[config.mk]
export PLATFORM = sky130hd
export DESIGN_NAME = rf_write_arbiter
export DESIGN_NICKNAME = d
export VERILOG_FILES = /design/src/rtl/rf_pkg.sv /design/src/rtl/md_result_fifo.sv /design/src/rtl/rf_write_arbiter.sv
export SDC_FILE = /design/constraint.sdc
export NUM_CORES = 1
export LEC_CHECK = 0
export CAP_MARGIN = 5
export CORE_MARGIN = 5
export CORE_UTILIZATION = 35
export DETAILED_ROUTE_END_ITERATION = 6
export GPL_TIMING_DRIVEN = 1
export PLACE_DENSITY = 0.65
export SETUP_SLACK_MARGIN = 0.1
export SLEW_MARGIN = 5
export SYNTH_ARGS = -nofsm -noshare
export SYNTH_HDL_FRONTEND = slang
export SYNTH_SLANG_ARGS = --single-unit
[constraint.sdc]
create_clock -name clk -period 5.7 [get_ports clk]
set_input_delay 1.14 -clock clk [delete_from_list [all_inputs] [get_ports clk]]
set_output_delay 1.14 -clock clk [all_outputs]
set_load 0.02 [all_outputs]
[src/rtl/rf_pkg.sv]
// Shared widths, limits, arbiter state encoding and a decode helper for the
// register-file write arbiter and its multicycle result FIFO.
package rf_pkg;

    localparam int REG_AW        = 5;
    localparam int DATA_W        = 32;
    localparam int MD_FIFO_DEPTH = 2;
    localparam int STARVE_LIMIT  = 3;

    localparam int NUM_REGS = 1 << REG_AW;
    localparam int CNT_W    = $clog2(MD_FIFO_DEPTH + 1);
    localparam int PTR_W    = (MD_FIFO_DEPTH > 1) ? $clog2(MD_FIFO_DEPTH) : 1;
    localparam int WAIT_W   = 2;

    typedef enum logic [1:0] {
        IDLE   = 2'd0,
        PEND   = 2'd1,
        STARVE = 2'd2
    } arb_state_t;

    // One-hot decode of a register address into a scoreboard mask.
    function automatic logic [NUM_REGS-1:0] reg_onehot(input logic [REG_AW-1:0] wa);
        logic [NUM_REGS-1:0] m;
        m     = '0;
        m[wa] = 1'b1;
        return m;
    endfunction

endpackage

[src/rtl/md_result_fifo.sv]
// Small circular buffer holding mul/div results (destination + data) until
// the arbiter finds a free slot on the register-file write port.
module md_result_fifo
    import rf_pkg::*;
(
    input  logic              clk,
    input  logic              reset,
    input  logic              push,
    input  logic [REG_AW-1:0] push_wa,
    input  logic [DATA_W-1:0] push_wd,
    input  logic              pop,
    output logic              full,
    output logic              empty,
    output logic [CNT_W-1:0]  count,
    output logic [REG_AW-1:0] head_wa,
    output logic [DATA_W-1:0] head_wd
);

    logic [REG_AW-1:0] mem_wa [MD_FIFO_DEPTH];
    logic [DATA_W-1:0] mem_wd [MD_FIFO_DEPTH];
    logic [PTR_W-1:0]  rd_ptr;
    logic [PTR_W-1:0]  wr_ptr;
    logic              do_push;
    logic              do_pop;

    assign full    = (count == CNT_W'(MD_FIFO_DEPTH));
    assign empty   = (count == '0);
    assign do_pop  = pop && !empty;
    assign do_push = push && (!full || do_pop);
    assign head_wa = mem_wa[rd_ptr];
    assign head_wd = mem_wd[rd_ptr];

    // Storage array; contents need no reset because count gates visibility.
    always_ff @(posedge clk) begin
        if (do_push) begin
            mem_wa[wr_ptr] <= push_wa;
            mem_wd[wr_ptr] <= push_wd;
        end
    end

    // Pointer and occupancy bookkeeping; push and pop may coincide at any fill level.
    always_ff @(posedge clk) begin
        if (reset) begin
            rd_ptr <= '0;
            wr_ptr <= '0;
            count  <= '0;
        end else begin
            if (do_push) begin
                wr_ptr <= (wr_ptr == PTR_W'(MD_FIFO_DEPTH - 1)) ? '0 : wr_ptr + PTR_W'(1);
            end
            if (do_pop) begin
                rd_ptr <= (rd_ptr == PTR_W'(MD_FIFO_DEPTH - 1)) ? '0 : rd_ptr + PTR_W'(1);
            end
            if (do_push && !do_pop) begin
                count <= count + CNT_W'(1);
            end else if (do_pop && !do_push) begin
                count <= count - CNT_W'(1);
            end
        end
    end

endmodule

[src/rtl/rf_write_arbiter.sv]
// Shares the single register-file write port between the pipeline writeback
// stage and buffered mul/div results, tracks pending destinations in a
// scoreboard, and asks the hazard unit for a WB bubble when a result starves.
module rf_write_arbiter
    import rf_pkg::*;
(
    input  logic                clk,
    input  logic                reset,
    input  logic                wb_we,
    input  logic [REG_AW-1:0]   wb_wa,
    input  logic [DATA_W-1:0]   wb_wd,
    input  logic                md_valid,
    input  logic [REG_AW-1:0]   md_wa,
    input  logic [DATA_W-1:0]   md_wd,
    output logic                md_ready,
    input  logic                issue_valid,
    input  logic [REG_AW-1:0]   issue_wa,
    output logic                rf_we,
    output logic [REG_AW-1:0]   rf_wa,
    output logic [DATA_W-1:0]   rf_wd,
    output logic [NUM_REGS-1:0] busy_mask,
    output logic                wb_stall
);

    localparam logic [WAIT_W-1:0] WAIT_MAX   = '1;
    localparam logic [WAIT_W-1:0] WAIT_LAST  = WAIT_W'(STARVE_LIMIT - 1);

    logic              fifo_push;
    logic              fifo_pop;
    logic              fifo_full;
    logic              fifo_empty;
    logic [CNT_W-1:0]  fifo_count;
    logic [REG_AW-1:0] head_wa;
    logic [DATA_W-1:0] head_wd;

    logic              wb_grant;
    logic              fifo_grant;
    logic              head_denied;
    logic [CNT_W-1:0]  occ_next;

    arb_state_t          state;
    arb_state_t          state_next;
    logic [WAIT_W-1:0]   wait_cnt;
    logic [WAIT_W-1:0]   wait_cnt_next;
    logic [NUM_REGS-1:0] busy_next;

    md_result_fifo u_fifo (
        .clk     (clk),
        .reset   (reset),
        .push    (fifo_push),
        .push_wa (md_wa),
        .push_wd (md_wd),
        .pop     (fifo_pop),
        .full    (fifo_full),
        .empty   (fifo_empty),
        .count   (fifo_count),
        .head_wa (head_wa),
        .head_wd (head_wd)
    );

    // md_ready depends only on registered occupancy, never on md_valid.
    assign md_ready    = !fifo_full;
    assign fifo_push   = md_valid && md_ready && !reset;
    assign fifo_pop    = fifo_grant;
    assign head_denied = wb_grant && !fifo_empty;
    assign wb_stall    = (state == STARVE);

    // Port grant: a real WB write wins, otherwise the FIFO head drains; r0 targets never write.
    always_comb begin
        wb_grant   = 1'b0;
        fifo_grant = 1'b0;
        rf_we      = 1'b0;
        rf_wa      = '0;
        rf_wd      = '0;
        if (!reset) begin
            wb_grant   = wb_we && (wb_wa != '0);
            fifo_grant = !wb_grant && !fifo_empty;
        end
        if (wb_grant) begin
            rf_we = 1'b1;
            rf_wa = wb_wa;
            rf_wd = wb_wd;
        end else if (fifo_grant && (head_wa != '0)) begin
            rf_we = 1'b1;
            rf_wa = head_wa;
            rf_wd = head_wd;
        end
    end

    // Next state and head-wait counter derived from push/pop/denial activity.
    always_comb begin
        state_next    = state;
        wait_cnt_next = wait_cnt;
        occ_next      = fifo_count;
        if (fifo_push) begin
            occ_next = occ_next + CNT_W'(1);
        end
        if (fifo_pop) begin
            occ_next = occ_next - CNT_W'(1);
        end
        if (fifo_pop) begin
            wait_cnt_next = '0;
        end else if (head_denied && (wait_cnt != WAIT_MAX)) begin
            wait_cnt_next = wait_cnt + WAIT_W'(1);
        end
        unique case (state)
            IDLE: begin
                if (fifo_push) begin
                    state_next = PEND;
                end
            end
            PEND: begin
                if (fifo_pop && (occ_next == '0)) begin
                    state_next = IDLE;
                end else if (head_denied && (wait_cnt == WAIT_LAST)) begin
                    state_next = STARVE;
                end
            end
            STARVE: begin
                if (fifo_pop) begin
                    state_next = (occ_next == '0) ? IDLE : PEND;
                end
            end
            default: begin
                state_next = IDLE;
            end
        endcase
    end

    // Scoreboard update: FIFO pops clear, issues set, set wins on collision, r0 never busy.
    always_comb begin
        busy_next = busy_mask;
        if (fifo_pop) begin
            busy_next = busy_next & ~reg_onehot(head_wa);
        end
        if (issue_valid && (issue_wa != '0)) begin
            busy_next = busy_next | reg_onehot(issue_wa);
        end
        busy_next[0] = 1'b0;
    end

    // State, counter and scoreboard registers with synchronous reset.
    always_ff @(posedge clk) begin
        if (reset) begin
            state     <= IDLE;
            wait_cnt  <= '0;
            busy_mask <= '0;
        end else begin
            state     <= state_next;
            wait_cnt  <= wait_cnt_next;
            busy_mask <= busy_next;
        end
    end

endmodule

### Word-level counts from Yosys, hierarchy flattened

Memories as Yosys holds them, arrays and structs flattened. A register that Yosys moved wholly into a read port is not among the register bits.
Index checks and enable logic that the tools add are counted.

| word-level totals | value |
|---|---|
| register bits | 40 |
| RAM bits | 74 |
| input bits | 84 |
| output and inout bits | 72 |
| word-level logic and storage cells | 94 |
| memories | 2 |

Memory list:

| memory | depth | bits a word | read ports | clocked after Yosys merged registers in | wr ports | RTL line | RTL |
|---|---|---|---|---|---|---|---|
| u_fifo.mem_wd | 2 | 32 | 1 | 1 | 1 | md_result_fifo.sv:20 | `logic [DATA_W-1:0] mem_wd [MD_FIFO_DEPTH];` |
| u_fifo.mem_wa | 2 | 5 | 1 | 1 | 1 | md_result_fifo.sv:19 | `logic [REG_AW-1:0] mem_wa [MD_FIFO_DEPTH];` |

| operators by class | value |
|---|---|
| $add $sub $neg | 6 |
| magnitude comparators | 4 |
| equal/unequal tests | 8 |
| multiplexer cells | 32 |
| bitwise logic cells | 3 |
| reductions and logical operators | 32 |

Operators by type and width:

| operator | count |
|---|---|
| $mux W32 | 4 |
| $and A32 B32 Y32 | 1 |
| $not A32 Y32 | 1 |
| $or A32 B32 Y32 | 1 |
| $logic_and A1 B1 Y1 | 16 |
| $mux W2 | 8 |
| $mux W1 | 15 |
| $reduce_bool A5 Y1 | 3 |
| $lt A5 B6 Y1 const B | 2 |
| $demux W1 S5 | 2 |
| $ge A5 B1 Y1 const B | 2 |
| $mux W5 | 2 |
| $eq A2 B2 Y1 const B | 3 |
| $logic_not A1 Y1 | 6 |
| $logic_not A2 Y1 | 3 |
| $pmux W2 S3 | 1 |
| $add A2 B1 Y2 const B | 2 |
| $ne A2 B1 Y1 const B | 2 |
| $sub A2 B1 Y2 const B | 2 |
| $ne A3 B3 Y1 const B | 1 |
| $reduce_and A3 Y1 | 1 |
| $add A1 B1 Y1 const B | 2 |
| $eq A2 B1 Y1 const B | 1 |
| $ne A2 B2 Y1 const B | 1 |
| other kinds (3) | 3 |

### Depth between registers and ports, before layout

Gate-level depths: netlist (run 1).

| depth | value |
|---|---|
| depth after elaboration | 12 |
| mapped depth | 10 |
| mapped depth without buffers | 10 |

### Modules after synthesis

Synthesis (run 1) repeated with hierarchy kept, for this count alone.

| unflattened totals | value |
|---|---|
| cell total of the unflattened synthesis | 383 |
| area total of the unflattened synthesis | 4994.8 um2 |

By module, submodules not included:

| module | times used | cells an instance | area each (um2) | seq. area each (um2) |
|---|---|---|---|---|
| md_result_fifo | 1 | 140 | 2899.0 | 2322.2 |
| rf_write_arbiter | 1 | 243 | 2095.8 | 700.7 |

### Worst setup path after synthesis (run 1)

OpenSTA, ideal clock, no wires.

| timing | value |
|---|---|
| kind | in2out |
| start point | input wb_wa[4] |
| end point | output rf_wd[10] |
| arrival time | 2.471 ns |
| data required time | 4.560 ns |
| setup slack | 2.089 ns |
| stages | 5 |
| buffers on the path | 1 |
| path through | nor3_2 > a21bo_1 > o311ai_2 > clkbuf_1 > o21ai_0 |

| on the way | value |
|---|---|
| word-level cells in the longest chain between the ends | 8 |
| elaborated cells on any way between the ends | 9 |
| those cells by class | 4 x mux; 5 x reduce/logical |

RTL lines:

| element | RTL line | RTL |
|---|---|---|
| start: declaration | rf_write_arbiter.sv:10 | `input logic [REG_AW-1:0] wb_wa,` |
| $reduce_bool A5 Y1 (*) | rf_write_arbiter.sv:76 | `wb_grant = wb_we && (wb_wa != '0);` |
| $logic_and A1 B1 Y1 (*) | rf_write_arbiter.sv:76 |  |
| $logic_not A1 Y1 | rf_write_arbiter.sv:77 | `fifo_grant = !wb_grant && !fifo_empty;` |
| $logic_and A1 B1 Y1 | rf_write_arbiter.sv:77 |  |
| $mux W1 | rf_write_arbiter.sv:75 | `if (!reset) begin` |
| $logic_and A1 B1 Y1 | rf_write_arbiter.sv:83 | `end else if (fifo_grant && (head_wa != '0)) begin` |
| $mux W32 | rf_write_arbiter.sv:83 |  |
| $mux W32 (*) | rf_write_arbiter.sv:79 | `if (wb_grant) begin` |
| end: declaration | rf_write_arbiter.sv:20 | `output logic [DATA_W-1:0] rf_wd,` |

Every way passes the cells marked *; elsewhere a longest branch is shown, timed or not.

### Worst setup path after layout (run 1)

| timing | value |
|---|---|
| start point | input reset |
| end point | output rf_wa[2] |

| on the way | value |
|---|---|
| word-level cells in the longest chain between the ends | 4 |
| elaborated cells on any way between the ends | 5 |
| those cells by class | 4 x mux; 1 x reduce/logical |

RTL lines:

| element | RTL line | RTL |
|---|---|---|
| start: declaration | rf_write_arbiter.sv:8 | `input logic reset,` |
| $mux W1 | rf_write_arbiter.sv:75 |  |
| $logic_and A1 B1 Y1 | rf_write_arbiter.sv:83 |  |
| $mux W5 | rf_write_arbiter.sv:83 |  |
| $mux W5 (*) | rf_write_arbiter.sv:79 |  |
| end: declaration | rf_write_arbiter.sv:19 | `output logic [REG_AW-1:0] rf_wa,` |

Marks and branches as above.

==> reports/qor.txt, run 1 <==
Total of max-cap violations -> 0
Slew @ Worst Pin -> 1.13 ns
Place WS -> 0.925 ns
Hold depth -> 2
Remaining DRCs -> 0
Core ar. -> 0.0138 mm²
Commonest non-fill, non-tap cell in the layout -> clkdlybuf4s50_1
Yosys top cell area share -> 45.1%
Final hold slack -> 0.473 ns
DIE AREA -> 0.0165 mm²
# fillers -> 1193
CTS buffer count -> 17
Clk_skew -> 0.00658 ns
# IOs -> 156
Clock slew at reported path FFs -> 0.05 ns
Final RePlAce weighted congestion -> 0.899
Synth Register Bits -> 114
Reg2Reg Depth -> 9
Detailed placement HPWL -> 9550 µm
Pwr Density -> 339 mW/mm²
Worst Hold End -> busy_mask[18]
Clk buf depth -> 2
Hold Crit Start -> busy_mask[18]
First-pass GRT wire length -> 20500 µm
Setup tns final -> 0 ns
Avg Vias per Cell -> 4.99
ANT nets after route -> 0
Worst VDD drop -> 0.000183 V
Syn Inst Count -> 453
Initial Utilization -> 35.6%
Port Buffer Count -> 154
Worst setup slack after layout -> 0.900 ns
Largest net degree at the start of global routing -> 41
Area occupied by multi-input gates -> 0.00179 mm²
Critical R2R Capture -> u_fifo.count[1]
Worst Setup Start Kind -> input pin
Post-CTS sizing -> 0
Clk_lat worst skew -> 0.41 ns
Drt first-iter violations -> 348
RSZ-0062 raised after global routing -> no
Average wire per standard cell -> 16.4 µm
Most frequent cells in the layout -> clkdlybuf4s50_1, nand2_1, edfxtp_1
Worst min path class -> reg2reg
CP required -> 4.56 ns
Leak pwr -> 2.41 nW
Avg Synthesized Cell Area -> 10.9 µm²
Ant. Diodes -> 0
YS warnings -> 0
DIE HEIGHT -> 129 µm
Distinct cells, synth -> 41
Slew HR -> 24.8%
Element type at the critical path end -> primary output
Part of the Yosys area used for sequential elements -> 61.4%
Status -> finished, final reports clean
Register area -> 0.00302 mm²
GRT overflow -> 0
WL final -> 13200 µm
Final setup viols -> 0
Synthesis-to-layout area growth -> 47.5%
FP Rows -> 43
Critical path peak fanout -> 40
Crit path kind -> in2out
Vias in the first global route -> 4145
Crit path DAT -> 3.66 ns
Setup Buffers After CTS -> 0
Cell Area, Synth -> 0.00492 mm²
Antenna violations before repair -> 0
Proportion of layout cells with a drive suffix above 1 -> 7.22%
Tcrit/Tclk final -> 84.2%
R2R setup slack -> 3.26 ns
DR vias -> 4010
FF-to-FF Start -> u_fifo.count[0]
Final net count -> 699
TritonCTS clock tree -> built
Min cycle time layout -> 4.80 ns
Clk root buf -> clkbuf_16
H-tree level count -> 4
DRT Pass-1 Iters -> 4
CTS Sinks -> 114
Max Freq -> 0.208 GHz
Post-Syn Nets -> 542
Die Span X -> 129 µm
Gr usage total -> 16.2%
Yosys top cell by area -> edfxtp_1
# hold bufs at CTS -> 0
Fin. Hold Viols -> 0
Area contributors post-synth -> edfxtp_1, dfxtp_1, mux2i_1
Final Max Slew Viols -> 0
cell families (layout without fill, tap and decap cells):
| family | after synthesis | after routing | share of synthesized area [%] |
|---|---|---|---|
| simple gates | 135 | 135 | 12.4 |
| mux | 35 | 35 | 7.22 |
| compound gates | 127 | 127 | 14.1 |
| buf+inv | 31 | 201 | 2.62 |
| xor+xnor | 5 | 5 | 0.890 |
| flops | 114 | 114 | 61.4 |
| fa+ha+maj | 5 | 5 | 1.27 |
| other cells | 1 | 1 | 0.0762 |
Yosys cell counts (all sizes together):
master    n
and2      2
conb      1
clkbuf   10
edfxtp   74
a31oi     1
inv       9
a22oi     2
nor4      2
dfxtp    40
nand2b    3
buf      12
a221oi    1
ha        5
nor2     29
or3      13
a32oi     4
nor3b     1
nor3      5
a21bo     1
xnor2     3
nand2    74
a2bb2oi   1
xor2      2
a21boi    1
nor2b     5
o311ai    1
a32o      1
o211ai    1
nand4b    1
mux2      1
o21ai    72
mux2i    34
a21o      1
a21oi    40
how the worst max path moves through the flow:
stage,from,end,depth (start not counted)
final,reset,rf_wa[2],6
after global routing,reset,rf_wa[2],6
after CTS,reset,rf_wa[2],6
after detailed placement,reset,rf_wa[2],6
after global placement,reset,rf_wa[2],6
after floorplan,wb_wa[4],rf_wd[10],5
registers in the layout, summed over array words and instances (netlist names), named ones only:
register,cells
u_fifo.rd_ptr,1
u_fifo.mem_wa,10
u_fifo.count,2
busy_mask,31
u_fifo.wr_ptr,1
state,2
u_fifo.mem_wd,64
wait_cnt,2
critical path: stages:
cell	delay (ns)
clkdlybuf4s50_1	0.65
buf_4	0.44
nor3_1	0.09
a31oi_1	0.52
o21ai_0	0.23
clkdlybuf4s50_1	0.58
final cells by class:
type                    instances  area share (%)
flip-flops and latches        114            41.7
multi-input cells             308            24.7
repair buffers                160            21.9
clock buffers                  19            5.96
well taps                     180            3.10
clock inverters                13            2.29
inverters                       9           0.465
metrics by stage:
stage	util (%)	instances	cell area [µm²]	power, mW
detailed placement	48.2	771	6660	1.40
global route	52.5	803	7260	2.56
CTS	52.5	803	7260	2.48
finish	52.5	803	7260	2.46
floorplan	-	453	4920	1.21
global placement	48.2	771	6660	1.39
layer usage:
layer	global-route usage (%)	part of all wire, %
met1	18.3	41
met2	26.5	47
met3	7.68	10
met4	6.67	1.7
met5	0	0
power breakdown:
part	switching, mW	leakage, nW	total [mW]	internal, mW
clock network	0.350	0.289	1.07	0.721
registers	0.0193	1.00	0.949	0.929
logic	0.243	1.12	0.438	0.195
(Power assumes the default switching activity.)
==> run 2: changes to the inputs <==
Clock period 5.7 ns to 5 ns, I/O delays scaled along.
==> reports/qor.txt, run 2 (synthesized netlist as in run 1, its figures left out) <==
Element type at the critical path end -> primary output
Remaining DRCs -> 0
Largest net degree at the start of global routing -> 47
TritonCTS clock tree -> built
Average wire per standard cell -> 16.3 µm
# hold bufs at CTS -> 0
Max reg flops -> 64
H-tree level count -> 4
Final Max Slew Viols -> 0
Fin. Hold Viols -> 0
CP required -> 4.00 ns
# IOs -> 156
Post-CTS sizing -> 0
FP Rows -> 43
Slew @ Worst Pin -> 1.10 ns
Commonest non-fill, non-tap cell in the layout -> clkdlybuf4s50_1
Worst min path class -> reg2reg
RSZ-0062 raised after global routing -> no
# fillers -> 1221
DIE HEIGHT -> 129 µm
Critical path peak fanout -> 24
Port Buffer Count -> 154
DIE AREA -> 0.0165 mm²
Worst Hold End -> busy_mask[20]
R2R setup slack -> 2.70 ns
Biggest regs -> u_fifo.mem_wd (64), busy_mask (31), u_fifo.mem_wa (10)
Hold depth -> 2
Initial Utilization -> 35.6%
Antenna violations before repair -> 0
Pwr Density -> 367 mW/mm²
FF-to-FF Start -> u_fifo.count[0]
Biggest register -> u_fifo.mem_wd
Non-Filler Instances -> 804
DR vias -> 4035
Core ar. -> 0.0138 mm²
Worst Setup Start Kind -> input pin
Reg2Reg Depth -> 7
Final net count -> 700
Avg Vias per Cell -> 5.02
CTS buffer count -> 17
Crit path kind -> in2out
Tcrit/Tclk final -> 91.9%
Max Freq -> 0.218 GHz
Synthesis-to-layout area growth -> 46.1%
Clk buf depth -> 2
Proportion of layout cells with a drive suffix above 1 -> 7.37%
Detailed placement HPWL -> 9520 µm
DRT Pass-1 Iters -> 4
Most frequent cells in the layout -> clkdlybuf4s50_1, nand2_1, edfxtp_1
Final setup viols -> 0
Gr usage total -> 16.1%
Clk_skew -> 0.00537 ns
Setup Buffers After CTS -> 0
Status -> finished, final reports clean
Slew HR -> 26.8%
Leak pwr -> 2.38 nW
ANT nets after route -> 0
Crit path DAT -> 3.59 ns
Die Span X -> 129 µm
Fin util -> 52.0%
First-pass GRT wire length -> 20500 µm
Total of max-cap violations -> 0
Worst VDD drop -> 0.000201 V
Ant. Diodes -> 0
Hold Crit Start -> busy_mask[20]
Vias in the first global route -> 4035
Clk_lat worst skew -> 0.41 ns
Final RePlAce weighted congestion -> 0.854
Clock slew at reported path FFs -> 0.05 ns
Setup tns final -> 0 ns
CTS Sinks -> 114
Min cycle time layout -> 4.59 ns
Final hold slack -> 0.476 ns
Drt first-iter violations -> 269
WL final -> 13100 µm
Clk root buf -> clkbuf_16
Placed Instances -> 772
GRT overflow -> 0
Critical R2R Capture -> busy_mask[26]
## run 2: changes by cell type in the layout (fill, tap and decap cells not counted)
cell / previous run / this run
bufinv_16: 4 / 1
clkinv_2: 4 / 6
buf_4: 6 / 7
clkbuf_1: 2 / 1
clkinv_1: 3 / 4
clkinvlp_4: 2 / 3
## run 2: critical path, stage by stage
cell	delay [ns]
clkdlybuf4s50_1	0.45
nor3_2	0.31
a21bo_1	0.31
o311ai_4	0.37
buf_4	0.30
o21ai_0	0.19
clkdlybuf4s50_1	0.65
## run 2: worst max-delay path by stage
| stage | startpoint | to | depth (start not counted) |
|---|---|---|---|
| after floorplan | reset | u_fifo.mem_wa[0][0] | 4 |
| after global placement | wb_wa[4] | rf_wd[27] | 7 |
| after detailed placement | wb_wa[4] | rf_wd[27] | 7 |
| after CTS | wb_wa[4] | rf_wd[27] | 7 |
| after global routing | wb_wa[3] | rf_wd[9] | 7 |
| final | wb_wa[4] | rf_wd[27] | 7 |
## run 2: report_power, final
part	total [mW]	switching, mW	internal [mW]
Combinational	0.495	0.272	0.223
Clock	1.06	0.398	0.666
Sequential	1.08	0.0247	1.06
Total	2.64	0.695	1.95
## run 2: per-layer routing
layer,GRT usage [%],share of wire [%],vias to the layer above
li1,-,-,1956
met1,18.6,40,1875
met2,26.0,47,187
met3,7.60,11,17
met4,6.30,1.6,0
met5,0,0,-
## run 2: through the flow
step | instance area [µm²] | worst slack [ns] | power [mW]
3_5_place_dp | 6670 | 0.394 | 1.60
2_1_floorplan | 4920 | 1.65 | 1.38
3_3_place_gp | 6670 | 0.518 | 1.59
6_report | 7190 | 0.407 | 2.64
4_1_cts | 7190 | 0.374 | 2.67
5_1_grt | 7190 | 0.171 | 2.76
## run 2: area by class of cell
| cell class | count | area, µm² | area share (%) |
|---|---|---|---|
| Clock buffer | 18 | 429 | 5.97 |
| Clock inverter | 14 | 97.6 | 1.36 |
| Inverter | 9 | 33.8 | 0.470 |
| Multi-Input combinational cell | 308 | 1790 | 24.9 |
| Sequential cell | 114 | 3020 | 42.0 |
| Tap cell | 180 | 225 | 3.13 |
| Timing Repair Buffer | 161 | 1590 | 22.2 |
==> run 3: changes to the inputs <==
Settings changed: CELL_PAD_IN_SITES_DETAIL_PLACEMENT from default to 1, CELL_PAD_IN_SITES_GLOBAL_PLACEMENT from default to 1, PLACE_DENSITY 0.65 to 0.81.
==> reports/qor.txt, run 3 (synthesized netlist as in run 1, its figures left out) <==
Slew HR -> 26.1%
Biggest register -> u_fifo.mem_wd
Non-Filler Instances -> 803
Synthesis-to-layout area growth -> 48.2%
Final Max Slew Viols -> 0
ANT nets after route -> 0
Detailed placement HPWL -> 10900 µm
Reg2Reg Depth -> 5
First-pass GRT wire length -> 24000 µm
DIE AREA -> 0.0165 mm²
DIE HEIGHT -> 129 µm
CTS buffer count -> 17
Ant. Diodes -> 0
Commonest non-fill, non-tap cell in the layout -> clkdlybuf4s50_1
Leak pwr -> 2.44 nW
M2 GR Usage -> 31.7%
WL final -> 15500 µm
# fillers -> 1475
Max reg flops -> 64
Proportion of layout cells with a drive suffix above 1 -> 7.38%
Core ar. -> 0.0138 mm²
Pwr Density -> 396 mW/mm²
Final net count -> 699
Initial Utilization -> 35.6%
Status -> finished, final reports clean
# hold bufs at CTS -> 0
Cell Chain, Critical Path -> clkdlybuf4s50_1, nor3_2, a21bo_1, o311ai_4, buf_4, o21ai_0, clkdlybuf4s50_1
Avg Vias per Cell -> 5.08
Die Span X -> 129 µm
DR vias -> 4083
Fin. Hold Viols -> 0
H-tree level count -> 4
Hold depth -> 2
Crit path DAT -> 3.50 ns
Met1 GRT Util -> 22.6%
Biggest regs -> u_fifo.mem_wd (64), busy_mask (31), u_fifo.mem_wa (10)
GRT overflow -> 0
Worst min path class -> reg2reg
Post-CTS sizing -> 0
Drt first-iter violations -> 181
Clk buf depth -> 2
Max incr delay on CP -> 0.65 ns
Most frequent cells in the layout -> clkdlybuf4s50_1, nand2_1, edfxtp_1
Gr usage total -> 19.0%
Element type at the critical path end -> primary output
Placed Instances -> 771
Crit path kind -> in2out
CP required -> 4.00 ns
Clk_lat worst skew -> 0.41 ns
Worst Setup Start Kind -> input pin
Slew @ Worst Pin -> 1.11 ns
CTS Sinks -> 114
Clk_skew -> 0.00468 ns
Min cycle time layout -> 4.50 ns
Worst setup slack after layout -> 0.499 ns
Setup Buffers After CTS -> 0
TritonCTS clock tree -> built
Antenna violations before repair -> 0
Final RePlAce weighted congestion -> 0.861
Clk root buf -> clkbuf_16
Largest net degree at the start of global routing -> 38
Remaining DRCs -> 0
Max Freq -> 0.222 GHz
Average wire per standard cell -> 19.2 µm
Vias in the first global route -> 4401
Crit path top cell by count -> clkdlybuf4s50_1
RSZ-0062 raised after global routing -> no
Gr busiest metal -> met2
FP Rows -> 43
Tcrit/Tclk final -> 90.0%
Final setup viols -> 0
Clock slew at reported path FFs -> 0.05 ns
Worst VDD drop -> 0.000184 V
Grt met3 use -> 6.77%
Port Buffer Count -> 154
DRT Pass-1 Iters -> 4
Total of max-cap violations -> 0
# IOs -> 156
Setup tns final -> 0 ns
Place WS -> 0.549 ns
Critical path peak fanout -> 32
Crit-path slowest cell -> clkdlybuf4s50_1
==> run 3: metrics by stage <==
| step | power [mW] | utilization (%) | hold WS [ns] | area [µm²] |
|---|---|---|---|---|
| after floorplan | 1.38 | - | 0.480 | 4920 |
| after global placement | 1.59 | 48.2 | 0.464 | 6670 |
| after detailed placement | 1.61 | 48.2 | 0.469 | 6670 |
| after CTS | 2.92 | 52.8 | 0.476 | 7300 |
| after global routing | 3.00 | 52.8 | 0.500 | 7300 |
| final | 2.89 | 52.8 | 0.477 | 7300 |
==> run 3: report_power, final <==
group / total (mW) / switching [mW] / internal, mW
clock network: 1.29 / 0.417 / 0.877
logic: 0.498 / 0.276 / 0.222
registers: 1.10 / 0.0394 / 1.06
total: 2.89 / 0.733 / 2.16
==> run 3: path summary, 6_finish.rpt <==
path	from	end	slack (ns)
worst max-delay path	wb_wa[3]	rf_wd[20]	0.50
worst min-delay path	busy_mask[24]	busy_mask[24]	0.48
worst max register to register	flip-flop	busy_mask[21]	2.26
worst min register to register	busy_mask[24]	busy_mask[24]	0.48
==> run 3: area by class of cell <==
type | count | area, µm² | area share, %
sequential | 114 | 3020 | 41.5
clock inverter | 12 | 188 | 2.57
inverter | 9 | 33.8 | 0.463
clock buffer | 20 | 437 | 5.99
timing repair buffer | 160 | 1600 | 21.9
tap | 180 | 225 | 3.09
multi-input combinational | 308 | 1790 | 24.5
==> run 3: worst max-delay path: cells and delay by family <==
kind | cells | cell delay, ns
AO/OA/AOI/OAI | 3 | 0.76
buffers and inverters | 3 | 1.39
AND/OR/NAND/NOR | 1 | 0.33
==> run 3: layer usage <==
| metal | up-vias | routed length [µm] |
|---|---|---|
| li1 | 1955 | - |
| met1 | 1948 | 6420 |
| met2 | 158 | 7480 |
| met3 | 22 | 1300 |
| met4 | 0 | 257 |
| met5 | - | 0 |
